===== src/rtl/mc_control.sv =====
// Multi-cycle main control FSM for the MIPS core: sequences PC, IR, register file,
// ALU and the unified memory port one instruction at a time, and counts retirements.
module mc_control #(
   parameter int CNT_W = 16
) (
   input  logic             clk,
   input  logic             rst,
   input  logic [5:0]       opcode,
   input  logic             zFlag,
   input  logic             mem_ready,
   output logic             pcEn,
   output logic [1:0]       pcSrc,
   output logic             irWrite,
   output logic             iorD,
   output logic             memRead,
   output logic             memWrite,
   output logic             memToReg,
   output logic             regDst,
   output logic             regWrite,
   output logic             aluSrcA,
   output logic [1:0]       aluSrcB,
   output logic [1:0]       aluOp,
   output logic             illegal,
   output logic             instr_done,
   output logic [CNT_W-1:0] retired,
   output logic [3:0]       state
);

   localparam logic [5:0] OP_RTYPE = 6'b000000;
   localparam logic [5:0] OP_LW    = 6'b100011;
   localparam logic [5:0] OP_SW    = 6'b101011;
   localparam logic [5:0] OP_BEQ   = 6'b000100;
   localparam logic [5:0] OP_ADDI  = 6'b001000;
   localparam logic [5:0] OP_J     = 6'b000010;

   typedef enum logic [3:0] {
      S_FETCH  = 4'd0,
      S_DECODE = 4'd1,
      S_MEMADR = 4'd2,
      S_MEMRD  = 4'd3,
      S_MEMWB  = 4'd4,
      S_MEMWR  = 4'd5,
      S_EXEC   = 4'd6,
      S_ALUWB  = 4'd7,
      S_BRANCH = 4'd8,
      S_ADDIEX = 4'd9,
      S_ADDIWB = 4'd10,
      S_JUMP   = 4'd11
   } state_e;

   typedef struct packed {
      logic       pc_en;
      logic [1:0] pc_src;
      logic       ir_write;
      logic       ior_d;
      logic       mem_read;
      logic       mem_write;
      logic       mem_to_reg;
      logic       reg_dst;
      logic       reg_write;
      logic       alu_src_a;
      logic [1:0] alu_src_b;
      logic [1:0] alu_op;
      logic       illegal;
      logic       instr_done;
   } ctrl_t;

   state_e           state_q, state_d;
   logic [CNT_W-1:0] retired_q, retired_d;
   ctrl_t            ctrl, ctrl_o;

   always_comb begin
      state_d = S_FETCH;
      ctrl    = '0;
      case (state_q)
         S_FETCH: begin
            ctrl.mem_read  = 1'b1;
            ctrl.alu_src_b = 2'b01;
            ctrl.pc_en     = mem_ready;
            ctrl.ir_write  = mem_ready;
            state_d        = mem_ready ? S_DECODE : S_FETCH;
         end
         S_DECODE: begin
            // ALU precomputes the branch target while the opcode is decoded
            ctrl.alu_src_b = 2'b11;
            case (opcode)
               OP_RTYPE:     state_d = S_EXEC;
               OP_LW, OP_SW: state_d = S_MEMADR;
               OP_BEQ:       state_d = S_BRANCH;
               OP_ADDI:      state_d = S_ADDIEX;
               OP_J:         state_d = S_JUMP;
               default:      ctrl.illegal = 1'b1;
            endcase
         end
         S_MEMADR: begin
            ctrl.alu_src_a = 1'b1;
            ctrl.alu_src_b = 2'b10;
            state_d        = (opcode == OP_SW) ? S_MEMWR : S_MEMRD;
         end
         S_MEMRD: begin
            ctrl.mem_read = 1'b1;
            ctrl.ior_d    = 1'b1;
            state_d       = mem_ready ? S_MEMWB : S_MEMRD;
         end
         S_MEMWB: begin
            ctrl.reg_write  = 1'b1;
            ctrl.mem_to_reg = 1'b1;
            ctrl.instr_done = 1'b1;
         end
         S_MEMWR: begin
            ctrl.mem_write  = 1'b1;
            ctrl.ior_d      = 1'b1;
            ctrl.instr_done = mem_ready;
            state_d         = mem_ready ? S_FETCH : S_MEMWR;
         end
         S_EXEC: begin
            ctrl.alu_src_a = 1'b1;
            ctrl.alu_op    = 2'b10;
            state_d        = S_ALUWB;
         end
         S_ALUWB: begin
            ctrl.reg_write  = 1'b1;
            ctrl.reg_dst    = 1'b1;
            ctrl.instr_done = 1'b1;
         end
         S_BRANCH: begin
            ctrl.alu_src_a  = 1'b1;
            ctrl.alu_op     = 2'b01;
            ctrl.pc_src     = 2'b01;
            ctrl.pc_en      = zFlag;
            ctrl.instr_done = 1'b1;
         end
         S_ADDIEX: begin
            ctrl.alu_src_a = 1'b1;
            ctrl.alu_src_b = 2'b10;
            state_d        = S_ADDIWB;
         end
         S_ADDIWB: begin
            ctrl.reg_write  = 1'b1;
            ctrl.instr_done = 1'b1;
         end
         S_JUMP: begin
            ctrl.pc_src     = 2'b10;
            ctrl.pc_en      = 1'b1;
            ctrl.instr_done = 1'b1;
         end
         default: state_d = S_FETCH;
      endcase
      retired_d = retired_q + {{(CNT_W-1){1'b0}}, ctrl.instr_done};
   end

   always_ff @(posedge clk) begin
      if (!rst) begin
         state_q   <= S_FETCH;
         retired_q <= '0;
      end else begin
         state_q   <= state_d;
         retired_q <= retired_d;
      end
   end

   // Reset is level-visible on the outputs, not just sampled at the edge
   assign ctrl_o  = rst ? ctrl : '0;
   assign state   = rst ? state_q : 4'd0;
   assign retired = rst ? retired_q : '0;

   assign pcEn       = ctrl_o.pc_en;
   assign pcSrc      = ctrl_o.pc_src;
   assign irWrite    = ctrl_o.ir_write;
   assign iorD       = ctrl_o.ior_d;
   assign memRead    = ctrl_o.mem_read;
   assign memWrite   = ctrl_o.mem_write;
   assign memToReg   = ctrl_o.mem_to_reg;
   assign regDst     = ctrl_o.reg_dst;
   assign regWrite   = ctrl_o.reg_write;
   assign aluSrcA    = ctrl_o.alu_src_a;
   assign aluSrcB    = ctrl_o.alu_src_b;
   assign aluOp      = ctrl_o.alu_op;
   assign illegal    = ctrl_o.illegal;
   assign instr_done = ctrl_o.instr_done;

endmodule


===== config.mk =====
export PLATFORM = sky130hd
export DESIGN_NAME = mc_control
export DESIGN_NICKNAME = d
export VERILOG_FILES = /design/src/rtl/mc_control.sv
export SDC_FILE = /design/constraint.sdc
export NUM_CORES = 1
export LEC_CHECK = 0
export ABC_AREA = 1
export BUFFER_PORTS_ARGS = -buffer_cell sky130_fd_sc_hd__buf_4
export CORE_MARGIN = 3
export CORE_UTILIZATION = 54
export DETAILED_ROUTE_END_ITERATION = 6
export PLACE_DENSITY_LB_ADDON = 0.25
export SYNTH_ARGS = -nofsm -noshare
export SYNTH_HDL_FRONTEND = slang
export SYNTH_SLANG_ARGS = --single-unit

===== constraint.sdc =====
create_clock -name clk -period 5.4 [get_ports clk]
set_input_delay 0.54 -clock clk [delete_from_list [all_inputs] [get_ports clk]]
set_output_delay 0.54 -clock clk [all_outputs]
set_load 0.01 [all_outputs]

==> results of run 1 <==
worst reg2reg max path: stages (launching register included):
cell	delay [ps]
dfxtp_1	430
inv_1	80
nor2_1	210
nand2_1	100
nand2_1	100
nor2_1	60
nand3_1	80
ha_1	170
ha_1	190
nand2_1	110
nor2_4	170
nand2_1	120
o21ai_0	190
a21oi_1	80
final timing paths:
check | endpoint | from | slack, ps
worst max register to register | retired_q[14]$_SDFF_PN0_ | state_q[2]$_SDFF_PN0_ | 3170
worst min register to register | retired_q[15]$_SDFF_PN0_ | retired_q[15]$_SDFF_PN0_ | 510
worst max-delay path | aluOp[0] | rst | 3150
worst min-delay path | retired_q[15]$_SDFF_PN0_ | retired_q[15]$_SDFF_PN0_ | 510
power breakdown:
| group | switching (mW) | internal [mW] |
|---|---|---|
| clock | 0.0447 | 0.0411 |
| combinational | 0.0204 | 0.0133 |
| sequential | 0.00134 | 0.148 |
| total | 0.0665 | 0.203 |
placed cells by master, fill, tap and decap left out, types with 3 or more instances in the layout:
cell / instances
nand3_1: 19
nand2_1: 70
a21oi_1: 15
buf_4: 46
nor2_1: 43
o21ai_0: 4
nor2_2: 4
clkbuf_4: 3
nor3_1: 8
inv_1: 50
dfxtp_1: 20
nand4_1: 6
sequential cells by signal, indices dropped and copies added (netlist names):
name,count
state_q,4
retired_q,16
cells by family after synthesis:
group,share of synthesized area [%]
adders and majority gates,1.71
AOI/OAI and AO/OA,8.40
xor gates and xnor gates,1.20
buffers and inverters,14.6
DFF,27.4
and+or+nand+nor,46.7
per-stage QoR:
stage,std cells,hold slack (ps)
6_report,335,509
5_1_grt,335,538
4_1_cts,335,502
3_5_place_dp,331,485
3_3_place_gp,331,472
2_1_floorplan,261,447
metal layers:
metal / routed length, um / track usage, % / up-vias
met4: 38 / 4.97 / 0
met5: 0 / 0 / -
li1: - / - / 895
met3: 224 / 4.45 / 6
met1: 1670 / 28.8 / 722
met2: 1530 / 36.9 / 47
final cells by class:
type | count | area [um2]
Fill cell | 243 | 668
Multi-Input combinational cell | 185 | 847
Tap cell | 30 | 37.5
Inverter | 50 | 188
Clock buffer | 4 | 36.3
Timing Repair Buffer | 46 | 345
Sequential cell | 20 | 400
==> metrics, run 1 <==
run status completed; Netlist cell types 22; # rows 18; Port Buffers 46; Placed Area ~1800 um2; Clk Latency, worst-skew pair roughly 300 ps; total congestion overflow 0; Fin Clk Skew 1.55 ps; Yosys top cell area share a little over a quarter; most frequent cell after synthesis nand2_1; Core Area 2520 um2; # Max-Cap Violations 0; drt drc 0; H-tree levels 1; number of synthesized flops with an enable pin 0; Post-synth top cells 70 x nand2_1, 50 x inv_1, 43 x nor2_1, 20 x dfxtp_1, 19 x nand3_1; fin crit period between 2000 and 2500 ps; HP Class register to register; die area 3360 um2; # setup viols final 0; most frequent CP cell buf_4; Post-CTS Setup Inserts 0; Max Freq 444 MHz; GPL Wtd Cong 0.871; YS warnings 0; worst path cell trace buf_4 > inv_1 > nor3_1 > buf_4; fin crit share between 40% and 50%; area leader, netlist dfxtp_1; critical path class input pin to output pin; Pwr Total around 0.27 mW; die width between 50 and 60 um; final instance area 1850 um2; first-pass GRT wire length 5930 um; fin util approximately three quarters; DR iter-0 viols 105; hold depth 2; Total GRT Usage between 20% and 30%; via-per-instance ratio ~5.0; Post-synth ARST share 0%; ANT cells 0; critical path depth 4; unrepaired setup endpoints after global routing no; Max Transition Viols Final 0; power per cell area 145 nW/um2; CP endpoint kind output pin; Yosys reg bits 20; initial core utilization between 50% and 60%; worst r2r path cells 13; Setup Slack @ Placement between 3000 and 4000 ps; synthesis-to-layout area growth 27.0%; crit-path max FO 30; CP required 4860 ps; TritonCTS buffer count 3; CTS Buffer Depth 2; CTS clk-pin slew, worst paths 110 ps; Wirelength per Cell approximately 10 um; relative max-transition margin roughly 42%; CTS tree yes; CTS hold repair buffers 0; synthesized cell area between 1000 and 1500 um2; antenna violations before repair 0; io pins 47; Startpoint Class input pin; CTS root buf clkbuf_4; CTS sink count 20; leakage power between 1 and 1.5 nW; post-synthesis cell count between 200 and 300; Final Hold Fails 0; WL final 3470 um; largest net degree at the start of global routing 31; Final #Nets between 300 and 400; routed via count roughly 1700; top_reg_cell synth dfxtp_1; Die Y 58 um; CP Buf/Inv Count 3; Worst-Margin Slew 876 ps; Slowest-stage cell, CP inv_1; hpwl dp around 2700 um; synth top area cells dfxtp_1 27%, nand2_1 18%, inv_1 13%; drt first pass iters 4; Syn Nets 273; setup tns final 0 ps; number of global-route vias before repair 1439; delay-heaviest family, CP buffers and inverters; Final WS setup roughly 3200 ps; post-synthesis sequential area ratio between 20 and 30%; Worst VDD drop 211 uV; PostCTS Resize Cnt 0; slowest stage delay, CP ~670 ps; post-route ant nets 0; synthesized area per cell 5.59 um2; layout cells sized above 1 between 10% and 20%; arrival time of the worst setup path 1710 ps
No activity file was read; power rests on OpenSTA's default activity.
==> inputs of run 2 (changes only) <==
--- a/config.mk
+++ b/config.mk
@@ -5,10 +5,10 @@
 export SDC_FILE = /design/constraint.sdc
 export NUM_CORES = 1
 export LEC_CHECK = 0
-export ABC_AREA = 1
+export ABC_AREA = 0
 export BUFFER_PORTS_ARGS = -buffer_cell sky130_fd_sc_hd__buf_4
 export CORE_MARGIN = 3
-export CORE_UTILIZATION = 54
+export CORE_UTILIZATION = 45
 export DETAILED_ROUTE_END_ITERATION = 6
 export PLACE_DENSITY_LB_ADDON = 0.25
 export SYNTH_ARGS = -nofsm -noshare
==> constraint.sdc (replaced) <==
create_clock -name clk -period 1.85 [get_ports clk]
set_input_delay 0.185 -clock clk [delete_from_list [all_inputs] [get_ports clk]]
set_output_delay 0.185 -clock clk [all_outputs]
set_load 0.01 [all_outputs]
==> run 2 against run 1 <==
The run now ends with setup timing left; setup slack worse by 3300 ps; design area up 11%; worst hold slack worse by 320 ps; critical endpoint is now retired_q[13]$_SDFF_PN0_; largest cell class unchanged.
==> metrics, run 2 <==
most frequent cell after synthesis and2_1; antenna violations before repair 0 (unchanged); synth top area cells dfxtp_1 28%, and2_1 15%, xnor2_1 4.9%; CP required 2070 ps (-2790 ps); Yosys reg bits 20 (unchanged); most common cell after layout, fill and taps aside buf_4; TritonCTS buffer count 3 (unchanged); hpwl dp 2700 um (+0.33%); Clk Latency, worst-skew pair 310 ps (about the same); Syn Nets 197 (-28%); Total GRT Usage 19.0% (-2.9 points); WL final 3800 um (+9.5%); Post-synth ARST share 0% (unchanged); Final Hold Fails 0 (unchanged); Largest register FFs 16 (unchanged); CTS hold repair buffers 0 (unchanged); Wirelength per Cell 13.3 um (+29%); Final #Nets 256 (-19%); CTS sink count 20 (unchanged); Max Transition Viols Final 0 (unchanged); YS warnings 0 (unchanged); failing checks setup timing; area leader, netlist dfxtp_1; # setup viols final 8 (+8); leakage power 0.934 nW (-9.3%); first-pass GRT wire length 6190 um (+4.3%); DR iter-0 viols 70 (-33%); Setup Slack @ Placement -186 ps (-3330 ps); drt drc 0 (unchanged); arrival time of the worst setup path 2170 ps (+460 ps); unrepaired setup endpoints after global routing yes; Worst-Margin Slew 359 ps (-517 ps); total congestion overflow 0 (unchanged); critical path class register to register; fin crit period approximately 2000 ps; via-per-instance ratio 5.27 (+5.6%); ANT cells 0 (unchanged); CTS clk-pin slew, worst paths 130 ps (+20 ps); Die Y 62.3 um (+7.5%); post-route ant nets 0 (unchanged); Post-synth top cells 35 x and2_1, 20 x dfxtp_1, 15 x nor2_1, 10 x nand2_1; Top reg by flops retired_q; synthesized area per cell 7.72 um2 (+38%); top_reg_cell synth dfxtp_1; worst path cell trace nor2b_4 > a2bb2oi_1 > nor2_1 > ha_2 > nand2_4 > nor4_4 > and3_1 > mux2_4; largest net degree at the start of global routing 44 (+42%); io pins 47 (unchanged); GPL Wtd Cong 0.857 (-1.7%); post-synthesis sequential area ratio 28.0% (+0.62 points); Slowest-stage cell, CP dfxtp_2; setup tns final -457 ps (-457 ps); synthesized cell area 1430 um2 (-2.2%); number of synthesized flops with an enable pin 0 (unchanged); CTS root buf clkbuf_4; Final WS setup -102 ps (-3250 ps); synthesis-to-layout area growth 43.6%; layout cells sized above 1 38.3% (+19 points); Port Buffers 46 (unchanged); die width 62.3 um (+7.5%); CP endpoint kind register; most frequent cells in the layout 63 x buf_4, 35 x and2_1, 16 x dfxtp_1; Core Area 2880 um2 (+14%); Max Freq around 500 MHz; # rows 19 (+1); number of global-route vias before repair 1338 (-7.0%); Yosys top cell area share 28.0% (+0.62 points); crit-path max FO 3 (-90%); H-tree levels 1 (unchanged); routed via count 1501 (-10%); CTS Buffer Depth 2 (unchanged); HP Class input pin to register; fin crit share 106%; # Max-Cap Violations 0 (unchanged); post-synthesis cell count 185 (-29%); drt first pass iters 4 (unchanged); Worst VDD drop 277 uV (+31%); biggest regs retired_q x16, state_q x4; power per cell area 410 nW/um2 (+180%); initial core utilization 49.6% (-8.3 points); Pwr Total 0.841 mW (+210%); Netlist cell types 39 (+77%); Startpoint Class register; relative max-transition margin 75.9% (+34 points); die area 3880 um2 (+15%); slowest stage delay, CP 360 ps (-310 ps); run status finished, violations left; CTS tree yes; Fin Clk Skew 3.97 ps (+2.42 ps)
## run 2: changes by cell type after synthesis, sizes merged, moves of 8 or more
cell   previous run  this run
nand2            72        10
and2              1        35
inv              50         2
xnor2             0         8
nand3            19        10
a21oi            15         5
nor2             48        15
## run 2: power breakdown
| part | total [mW] | switching [mW] | internal (mW) |
|---|---|---|---|
| logic | 0.135 | 0.0705 | 0.0646 |
| clock network | 0.272 | 0.152 | 0.120 |
| registers | 0.433 | 0.00251 | 0.431 |
## run 2: worst paths after layout
path	cells past startpoint	slack, ps	from	to
worst min register to register	2	600	retired_q[5]$_SDFF_PN0_	retired_q[5]$_SDFF_PN0_
worst max-delay path	8	-100	state_q[0]$_SDFF_PN0_	retired_q[13]$_SDFF_PN0_
worst min-delay path	4	190	opcode[5]	state_q[0]$_SDFF_PN0_
worst max register to register	8	-100	state_q[0]$_SDFF_PN0_	retired_q[13]$_SDFF_PN0_
## run 2: cell type report
type / count / area, um2
Sequential cell: 20 / 410
Clock buffer: 4 / 36.3
Inverter: 2 / 7.51
Multi-Input combinational cell: 153 / 1060
Timing Repair Buffer: 64 / 484
Tap cell: 42 / 52.6
Fill cell: 231 / 826
## run 2: cells by family (layout without fill, tap and decap cells)
family / count (synthesis) / count (layout) / share of synthesized area [%]
and+or+nand+nor: 112 / 112 / 46.2
xor gates and xnor gates: 13 / 13 / 7.98
adders and majority gates: 2 / 2 / 1.75
DFF: 20 / 20 / 28.0
buffers and inverters: 12 / 70 / 3.51
muxes: 3 / 3 / 2.89
AOI/OAI and AO/OA: 23 / 23 / 9.64
## run 2: per-layer routing
| metal | vias to the layer above | wire, um | global-route usage [%] |
|---|---|---|---|
| li1 | 759 | - | - |
| met1 | 675 | 1730 | 25.7 |
| met2 | 59 | 1790 | 31.5 |
| met3 | 8 | 226 | 3.78 |
| met4 | 0 | 45 | 4.13 |
| met5 | - | 0 | 0 |
## run 2: through the flow
| step | utilization (%) | cells | cell area (um2) | hold WS, ps |
|---|---|---|---|---|
| final | 71.3 | 285 | 2050 | 193 |
| after global routing | 71.3 | 285 | 2050 | 181 |
| after global placement | 66.8 | 277 | 1920 | 524 |
| after detailed placement | 66.8 | 277 | 1920 | 519 |
| after floorplan | - | 185 | 1480 | 361 |
| after CTS | 69.7 | 284 | 2010 | 179 |
## run 2: what timing repair did
item                       4_1_cts  5_1_grt
pin swaps                        6        3
buffers inserted                 3        1
setup endpoints to repair       10       11
gates resized for setup          7        9
## run 2: critical path: cells and delay by family (launching register included)
kind,cells,cell delay [ps]
AND/OR/NAND/NOR,5,820
flip-flops,1,360
multiplexers,1,290
adder cells (fa/ha/maj),1,240
AO/OA/AOI/OAI,1,140
==> inputs of run 3 (changes only) <==
--- a/config.mk
+++ b/config.mk
@@ -5,10 +5,10 @@
 export SDC_FILE = /design/constraint.sdc
 export NUM_CORES = 1
 export LEC_CHECK = 0
-export ABC_AREA = 0
+export ABC_AREA = 1
 export BUFFER_PORTS_ARGS = -buffer_cell sky130_fd_sc_hd__buf_4
 export CORE_MARGIN = 3
-export CORE_UTILIZATION = 45
+export CORE_UTILIZATION = 46
 export DETAILED_ROUTE_END_ITERATION = 6
 export PLACE_DENSITY_LB_ADDON = 0.25
 export SYNTH_ARGS = -nofsm -noshare
==> run 3 against run 2 <==
The flow still finishes with violations (setup timing); fmax grew 0.38%; via count grew 35%; sequential power grew 0.9%; worst hold slack gained 110 ps; non-clock buffer count grew 20; power shrank 8.0%; global-route usage grew 4.3 points; combinational power is essentially flat; critical path type unchanged; critical endpoint is now retired_q[10]$_SDFF_PN0_.
==> metrics, run 3 (synthesis gave the netlist of run 1 again) <==
run status finished, violations left; failing checks setup timing; drt drc 0 (unchanged); DR iter-0 viols 236 (+240%); unrepaired setup endpoints after global routing yes; Die Y 62.3 um (about the same); Max Freq 514 MHz (+0.38%); antenna violations before repair 0 (unchanged); synthesis-to-layout area growth 58.5%; critical path class register to register; CP endpoint kind register; total congestion overflow 0 (unchanged); Core Area 2900 um2 (+0.83%); Placed Area 2020 um2 (+4.9%); Clk Latency, worst-skew pair 300 ps (about the same); ANT cells 0 (unchanged); Largest register FFs 16 (unchanged); H-tree levels 1 (unchanged); largest net degree at the start of global routing 31 (-30%); Slowest-stage cell, CP dfxtp_4; Setup Slack @ Placement -159 ps (+27.1 ps); CP Buf/Inv Count 1 (+1); first-pass GRT wire length 7530 um (+22%); initial core utilization 50.3% (+0.71 points); Total GRT Usage 23.4% (+4.3 points); CTS sink count 20 (unchanged); hpwl dp 2930 um (+8.7%); CTS hold repair buffers 0 (unchanged); via-per-instance ratio 5.29 (+0.38%); # Max-Cap Violations 0 (unchanged); Worst-Margin Slew 331 ps (-27.5 ps); Top reg by flops retired_q; leakage power 1.26 nW (+35%); slowest stage delay, CP 400 ps (+40 ps); biggest regs retired_q x16, state_q x4; Max Transition Viols Final 0 (unchanged); HP Class input pin to register; # setup viols final 13 (+5); TritonCTS buffer count 3 (unchanged); CTS clk-pin slew, worst paths 90 ps (-40 ps); arrival time of the worst setup path 2180 ps (about the same); WL final 5400 um (+42%); Final #Nets 356 (+39%); die area 3890 um2 (about the same); drt first pass iters 7 (+3); GPL Wtd Cong 0.881 (+2.9%); Wirelength per Cell 14.1 um (+5.5%); Fin Clk Skew 14.1 ps (+10.1 ps); Final WS setup -95.1 ps (+7.35 ps); post-route ant nets 0 (unchanged); power per cell area 334 nW/um2 (-18%); die width 62.3 um (about the same); relative max-transition margin 77.9% (+2.1 points); # rows 19 (unchanged); Startpoint Class register; fin crit share 105% (-0.40 points); fin crit period 1950 ps (-7.35 ps); setup tns final -698 ps (-241 ps); most frequent cells in the layout 84 x buf_4, 60 x nand2_1, 45 x inv_1; final instance area 2310 um2 (+13%); most common cell after layout, fill and taps aside buf_4; worst path cell trace nor2_4 > nand2_2 > nand2_4 > nor2_4 > nand3_4 > ha_4 > ha_4 > nand2_4 > nor2_4 > nand2_1 > nor2_2 > nand2_1 > nand2_1 > inv_1 > nor2_1; CTS tree yes; Worst VDD drop 382 uV (+38%); delay-heaviest family, CP simple AND/OR/NAND/NOR gates; Final Hold Fails 0 (unchanged); CP required 2090 ps (+20 ps); CTS root buf clkbuf_4; CTS Buffer Depth 2 (unchanged); crit-path max FO 5 (+2); io pins 47 (unchanged); number of global-route vias before repair 1782 (+33%); layout cells sized above 1 37.1% (-1.1 points); routed via count 2030 (+35%); Port Buffers 46 (unchanged)
run 3: changes by cell type in the layout (fill, tap and decap cells not counted), sizes merged, moves of 6 or more:
cell	before	now
xnor2	8	0
buf	64	84
inv	2	50
a21oi	5	15
and2	35	1
nor2b	6	0
nand3	10	19
nor2	15	48
nand2	10	72
run 3: worst paths after layout:
kind,to,startpoint,cells past startpoint,slack (ps)
setup / recovery,retired_q[10]$_SDFF_PN0_,state_q[0]$_SDFF_PN0_,15,-100
hold / removal,state_q[2]$_SDFF_PN0_,mem_ready,5,310
setup reg to reg,retired_q[10]$_SDFF_PN0_,state_q[0]$_SDFF_PN0_,15,-100
hold reg to reg,retired_q[15]$_SDFF_PN0_,retired_q[15]$_SDFF_PN0_,2,490
run 3: final cells by class:
class                           instances  area, um2
Timing Repair Buffer                   84        631
Fill cell                             206        586
Multi-Input combinational cell        185       1000
Inverter                               50        195
Sequential cell                        20        413
Clock buffer                            3       22.5
Tap cell                               42       52.6
run 3: per-layer routing:
metal,vias up,share of wire [%],global-route usage (%)
li1,970,-,-
met1,917,42,29.5
met2,113,46,39.7
met3,30,7.2,4.68
met4,0,4.6,7.99
met5,-,0,0
run 3: repair_timing:
item                                    4_1_cts  5_1_grt
setup buffers                                12        2
resized for setup                            28       25
pin swaps                                    13       11
endpoints found under the setup margin        9       19
run 3: per-stage QoR:
stage | cells | hold WS, ps | power [mW] | util [%]
6_report | 384 | 307 | 0.774 | 79.8
5_1_grt | 384 | 357 | 0.805 | 79.8
4_1_cts | 382 | 256 | 0.768 | 76.2
3_5_place_dp | 367 | 472 | 0.564 | 69.5
3_3_place_gp | 367 | 461 | 0.563 | 69.5
2_1_floorplan | 261 | 418 | 0.504 | -
run 3: power by group:
group	total [mW]	switching, mW	internal, mW	leakage [nW]
combinational	0.136	0.0758	0.0602	1.08
sequential	0.437	0.00732	0.430	0.164
clock	0.201	0.125	0.0759	0.0138
run 3: worst min-delay path: cells and delay by family:
family,cells,cell delay [ps]
buf+inv,1,110
simple gates,4,280
